[config.mk]
export PLATFORM = sky130hd
export DESIGN_NAME = i2c_reg_target
export DESIGN_NICKNAME = d
export VERILOG_FILES = /design/src/rtl/i2c_reg_target.sv
export SDC_FILE = /design/constraint.sdc
export NUM_CORES = 2
export LEC_CHECK = 0
export CAP_MARGIN = 20
export CORE_MARGIN = 2
export CORE_UTILIZATION = 45
export CTS_CLUSTER_SIZE = 24
export DETAILED_ROUTE_END_ITERATION = 10
export GPL_TIMING_DRIVEN = 0
export PLACE_DENSITY = 0.68
export SYNTH_ARGS = -nofsm -noshare
export SYNTH_HDL_FRONTEND = slang
export SYNTH_SLANG_ARGS = --single-unit
[constraint.sdc]
create_clock -name iCLK -period 5.1 [get_ports iCLK]
set_input_delay 1.02 -clock iCLK [delete_from_list [all_inputs] [get_ports iCLK]]
set_output_delay 1.02 -clock iCLK [all_outputs]
set_load 0.1 [all_outputs]
[src/rtl/i2c_reg_target.sv]
// I2C target with a 256x8 register file (ADV7513-style register interface model).
// Define I2C_RDBACK_EN to ACK R/W=1 addresses and serve pointer-based reads.
module i2c_reg_target #(
  parameter logic [6:0] DEV_ADDR   = 7'h39,
  parameter int         FILTER_LEN = 4
) (
  input  logic       iCLK,
  input  logic       iRST_N,
  input  logic       SCL_IN,
  input  logic       SDA_IN,
  output logic       SDA_OE,
  output logic       WR_STB,
  output logic [7:0] WR_ADDR,
  output logic [7:0] WR_DATA,
  input  logic [7:0] HOST_ADDR,
  output logic [7:0] HOST_RDATA,
  output logic       BUSY
);

  typedef enum logic [3:0] {
    IDLE, DEV, DEV_ACK, SUB, SUB_ACK, WR, WR_ACK, RD, RD_ACK, IGNORE
  } state_t;

`ifdef I2C_RDBACK_EN
  localparam logic RdEn = 1'b1;
`else
  localparam logic RdEn = 1'b0;
`endif
  localparam logic [3:0] FiltMax = 4'(FILTER_LEN - 1);

  // Index 0 carries SCL, index 1 carries SDA; the idle bus level is high.
  logic [1:0] sync1_q, sync2_q, filt_q, prev_q;
  logic [3:0] fcnt_q [2];

  always_ff @(posedge iCLK or negedge iRST_N) begin
    if (!iRST_N) begin
      sync1_q <= 2'b11;
      sync2_q <= 2'b11;
      filt_q  <= 2'b11;
      prev_q  <= 2'b11;
      for (int i = 0; i < 2; i++) fcnt_q[i] <= '0;
    end else begin
      sync1_q <= {SDA_IN, SCL_IN};
      sync2_q <= sync1_q;
      prev_q  <= filt_q;
      for (int i = 0; i < 2; i++) begin
        if (sync2_q[i] == filt_q[i]) begin
          fcnt_q[i] <= '0;
        end else if (fcnt_q[i] == FiltMax) begin
          filt_q[i] <= sync2_q[i];
          fcnt_q[i] <= '0;
        end else begin
          fcnt_q[i] <= fcnt_q[i] + 4'd1;
        end
      end
    end
  end

  logic scl, sda, sclRise, sclFall, startCond, stopCond;
  assign scl       = filt_q[0];
  assign sda       = filt_q[1];
  assign sclRise   = scl & ~prev_q[0];
  assign sclFall   = ~scl & prev_q[0];
  assign startCond = scl & prev_q[0] & prev_q[1] & ~sda;
  assign stopCond  = scl & prev_q[0] & ~prev_q[1] & sda;

  state_t     state_q, state_d;
  logic [3:0] bitCnt_q, bitCnt_d;
  logic [7:0] shift_q, shift_d;
  logic [7:0] ptr_q, ptr_d;
  logic       sdaOe_q, sdaOe_d;
  logic       wrEn;
  logic [7:0] byteIn;
  logic [7:0] regs_q [256];
  logic       wrStb_q;
  logic [7:0] wrAddr_q, wrData_q, hostRdata_q;

  assign byteIn = {shift_q[6:0], sda};

  // Next-state logic: START/STOP override every state, bits move on filtered SCL edges.
  always_comb begin
    state_d  = state_q;
    bitCnt_d = bitCnt_q;
    shift_d  = shift_q;
    ptr_d    = ptr_q;
    sdaOe_d  = sdaOe_q;
    wrEn     = 1'b0;
    if (startCond) begin
      state_d  = DEV;
      bitCnt_d = '0;
      sdaOe_d  = 1'b0;
    end else if (stopCond) begin
      state_d = IDLE;
      sdaOe_d = 1'b0;
    end else begin
      case (state_q)
        IDLE, IGNORE: ;
        DEV, SUB, WR: begin
          if (sclRise) begin
            shift_d  = byteIn;
            bitCnt_d = bitCnt_q + 4'd1;
            if (state_q == WR && bitCnt_q == 4'd7) begin
              wrEn  = 1'b1;
              ptr_d = ptr_q + 8'd1;
            end
          end else if (sclFall && bitCnt_q == 4'd8) begin
            bitCnt_d = '0;
            sdaOe_d  = 1'b1;
            if (state_q == DEV) begin
              if (shift_q[7:1] == DEV_ADDR && (!shift_q[0] || RdEn)) begin
                state_d = DEV_ACK;
              end else begin
                state_d = IGNORE;
                sdaOe_d = 1'b0;
              end
            end else if (state_q == SUB) begin
              ptr_d   = shift_q;
              state_d = SUB_ACK;
            end else begin
              state_d = WR_ACK;
            end
          end
        end
        DEV_ACK: begin
          if (sclFall) begin
            bitCnt_d = '0;
            state_d  = SUB;
            sdaOe_d  = 1'b0;
`ifdef I2C_RDBACK_EN
            if (shift_q[0]) begin
              state_d = RD;
              shift_d = regs_q[ptr_q];
              sdaOe_d = ~regs_q[ptr_q][7];
            end
`endif
          end
        end
        SUB_ACK, WR_ACK: begin
          if (sclFall) begin
            state_d  = WR;
            bitCnt_d = '0;
            sdaOe_d  = 1'b0;
          end
        end
`ifdef I2C_RDBACK_EN
        RD: begin
          if (sclRise) begin
            bitCnt_d = bitCnt_q + 4'd1;
          end else if (sclFall) begin
            if (bitCnt_q == 4'd8) begin
              state_d  = RD_ACK;
              bitCnt_d = '0;
              sdaOe_d  = 1'b0;
            end else begin
              shift_d = {shift_q[6:0], 1'b0};
              sdaOe_d = ~shift_q[6];
            end
          end
        end
        // A count of 9 marks a master ACK waiting for the next SCL fall.
        RD_ACK: begin
          if (sclRise) begin
            ptr_d = ptr_q + 8'd1;
            if (sda) state_d = IGNORE;
            else     bitCnt_d = 4'd9;
          end else if (sclFall && bitCnt_q == 4'd9) begin
            state_d  = RD;
            bitCnt_d = '0;
            shift_d  = regs_q[ptr_q];
            sdaOe_d  = ~regs_q[ptr_q][7];
          end
        end
`endif
        default: begin
          state_d = IDLE;
          sdaOe_d = 1'b0;
        end
      endcase
    end
  end

  always_ff @(posedge iCLK or negedge iRST_N) begin
    if (!iRST_N) begin
      state_q     <= IDLE;
      bitCnt_q    <= '0;
      shift_q     <= '0;
      ptr_q       <= '0;
      sdaOe_q     <= 1'b0;
      wrStb_q     <= 1'b0;
      wrAddr_q    <= '0;
      wrData_q    <= '0;
      hostRdata_q <= '0;
      for (int i = 0; i < 256; i++) regs_q[i] <= '0;
    end else begin
      state_q     <= state_d;
      bitCnt_q    <= bitCnt_d;
      shift_q     <= shift_d;
      ptr_q       <= ptr_d;
      sdaOe_q     <= sdaOe_d;
      wrStb_q     <= wrEn;
      hostRdata_q <= regs_q[HOST_ADDR];
      if (wrEn) begin
        regs_q[ptr_q] <= byteIn;
        wrAddr_q      <= ptr_q;
        wrData_q      <= byteIn;
      end
    end
  end

  assign SDA_OE     = sdaOe_q;
  assign WR_STB     = wrStb_q;
  assign WR_ADDR    = wrAddr_q;
  assign WR_DATA    = wrData_q;
  assign HOST_RDATA = hostRdata_q;
  assign BUSY       = (state_q != IDLE) && (state_q != IGNORE);

endmodule
==> out/qor.yml <==
cp.arrival_ns: 6.27
nFillCells: 18260
clk_pin_slew_ns: 0.06
drt_iter0_markers: 7905
tns_ns: -1.876
layout.area.seq_mm2: 0.05291
vias: 62890
cap_violations: 0
synth_ff_type: "dfrtp_1"
portBuffers: 35
end_kind: "flip-flop"
dp_cells: 9225
synth-edff-count: 0
die_area_mm2: 0.2236
ys_warn_count: 0
cp_slowest_cell: "clkbuf_1"
power_per_cell_area_mw_per_mm2: 329.0
cts_made_buffers: 216
leakage_nw: 53.77
final_area_mm2: 0.1113
slew_violations: 0
clock_path_buffers: 3
critPathTopFamily: "buffers and inverters"
violations: "setup timing"
critPathKind: "input pin to flip-flop"
seq_area_frac_synth_pct: 53.49
grt_max_degree: 184
synth_top_area_cell: "dfrtp_1"
ant_nets: 0
synthCells: 6269
power_w: 0.03663
synth_nets: 6289
ys_top_cells_by_area: "dfrtp_1, mux2_2, mux4_2"
syn-cell-area_mm2: 0.09891
setup_viol: 8
die_w_um: 472.8
instances_no_fill: 9651
io_pins: 39
critPathLaunchType: "input pin"
hold_violations: 0
crit_buf_inv: 5
fin_ws_ns: -0.3620
post_cts.repair.setup_buffers: 0
grt_pass1_vias: 63460
relSlewSlack_pct: 10.72
wl_per_cell_um: 37.90
cts_root_buffer: "clkbuf_16"
first_pass_iters: 6
drive_gt1_share_pct: 50.23
cp_max_fo: 10
hp-class: "input pin to asynchronous set/reset pin"
fin_crit_ns: 5.462
grt_first_pass_wirelength_mm: 504.7
vdd_drop_max_uv: 295.6
rsz0062_at_grt: "yes"
fp.dieH_um: 472.8
hpwlAfterDp_mm: 255.4
synth-async-reset-ratio_pct: 100.0
grt_overflow_total: 0
hold_ws_ns: 0.1539
grt_usage_pct: 32.53
finalCritPeriodShare_pct: 107.1
finalClockSkew_ns: 0.05800
routed_wl_mm: 365.8
antenna_found_initial: 37
synth_top_area_share_pct: 53.28
critical_path.cell_chain: "clkdlybuf4s50_1, buf_4, nor2_1, clkbuf_1, clkbuf_1, a22oi_1, a21oi_1, nor3_1, nor4_1, buf_2"
synth.avg_cell_area_um2: 15.78
ys_ff_latch: 2114
synth_most_common_cell: "dfrtp_1"
cp_common_cell: "clkbuf_1"
route.detailed.drc: 0
gp_congestion: 1.003
syn_to_final_growth_pct: 12.56
crit_required_ns: 5.90
clock-sinks: 2114
postCtsHoldBufs: 0
rows: 172
cts_tree: "yes"
max_stage_delay_ns: 0.91
max_clock_freq_mhz: 183.1
synth_commonest_cells: "dfrtp_1, mux2_2, mux4_2"
final_nets: 6593
synth_cell_types: 75
outcome: "finished with violations"
tightest_slew_ns: 1.339
worst_skew_pair.late_latency_ns: 0.91
core_area_mm2: 0.2191
dpl-instance-area_mm2: 0.1038
htreeDepth: 4
vias_per_cell: 6.516
multi_input_area_mm2: 0.04341
start_util_pct: 45.15
## kinds of logic (layout without fill, tap and decap cells)
logic type | after synthesis | in the layout | synth area share, %
flip-flops | 2114 | 2114 | 53.49
buffers and inverters | 490 | 974 | 2.698
adder cells (fa/ha/maj) | 8 | 8 | 0.1012
XOR/XNOR | 6 | 6 | 0.05313
multiplexers | 2673 | 2673 | 35.51
AND/OR/NAND/NOR | 536 | 536 | 5.010
other | 0 | 27 | 0
AO/OA/AOI/OAI | 442 | 442 | 3.132
## timing repair
action | in CTS | in global routing
setup endpoints to repair | 7 | 5
gates cloned | 0 | 0
gates resized for setup | 9 | 8
## registers in the layout (all words and copies together) (netlist names)
name,count
HOST_RDATA,8
SDA_OE,1
WR_ADDR,8
WR_DATA,8
WR_STB,1
bitCnt_q,4
fcnt_q,8
filt_q,2
prev_q,2
ptr_q,8
regs_q,2048
shift_q,8
state_q,4
sync1_q,2
sync2_q,2
## cells in the final DEF (no fill, tap or decap), types with 18 or more instances in the layout
cell	Yosys	final
buf_8	10	26
a21oi_1	81	81
a22o_1	31	31
o22ai_1	46	46
diode_2	0	27
mux2_1	30	30
buf_16	0	19
buf_4	48	49
clkbuf_16	0	217
nand2_1	54	54
clkbuf_2	0	32
clkbuf_8	0	59
mux2_2	1974	1974
dfrtp_1	2106	2106
nand3_4	18	18
nor2_8	101	101
mux2_4	72	72
a22oi_1	122	122
mux2i_1	158	158
buf_6	34	38
o221ai_1	38	38
nor3_1	35	32
nor4_1	19	19
clkinv_2	0	46
nand3_1	24	24
buf_12	13	19
mux4_2	436	436
o21ai_0	39	39
nor2_1	45	44
a221oi_1	26	25
clkbuf_1	311	326
nor2_2	108	109
buf_2	56	61
clkdlybuf4s50_1	0	34
nor2_4	41	41
## metal layers
layer,wire length [µm],part of all wire (%),GRT usage [%]
met2,156000,43,46.22
met3,39370,11,10.60
met4,31390,8.6,23.45
met1,138800,38,41.77
met5,262,0.072,0.1947
## stage by stage
stage | worst slack (ns) | util (%)
final | -0.3620 | 50.82
after global routing | -0.0005467 | 50.81
after floorplan | 2.128 | -
after detailed placement | -1.537 | 47.39
after CTS | 0.02534 | 50.76
after global placement | -90.10 | 46.95
## power by group
part           total (W)  internal (W)  leakage, nW  switching [W]
Clock             0.0165       0.00932         3.63        0.00714
Combinational    0.00328      0.000648         20.6        0.00264
Sequential        0.0169        0.0168         29.5      0.0000457
## area by class of cell
type | instances | share of cell area (%)
Sequential cell | 2114 | 47.52
Multi-Input combinational cell | 3665 | 38.99
Clock buffer | 323 | 5.765
Tap cell | 2871 | 3.227
Buffer | 479 | 2.403
Timing Repair Buffer | 87 | 1.176
Clock inverter | 75 | 0.8238
Antenna cell | 27 | 0.06069
Inverter | 10 | 0.03484
## final timing paths
path | startpoint | endpoint | slack, ns | cells after the start
min | iRST_N | regs_q[1039] | 0.15 | 1
max in group asynchronous | iRST_N | regs_q[544] | 1.99 | 4
min reg2reg | sync1_q[0] | sync2_q[0] | 0.36 | 0
min in group iCLK | sync1_q[0] | sync2_q[0] | 0.36 | 0
max reg2reg | filt_q[0] | regs_q[800] | 1.46 | 8
max | HOST_ADDR[2] | HOST_RDATA[3] | -0.36 | 10
Note: power is estimated with default switching activity, not from simulation.
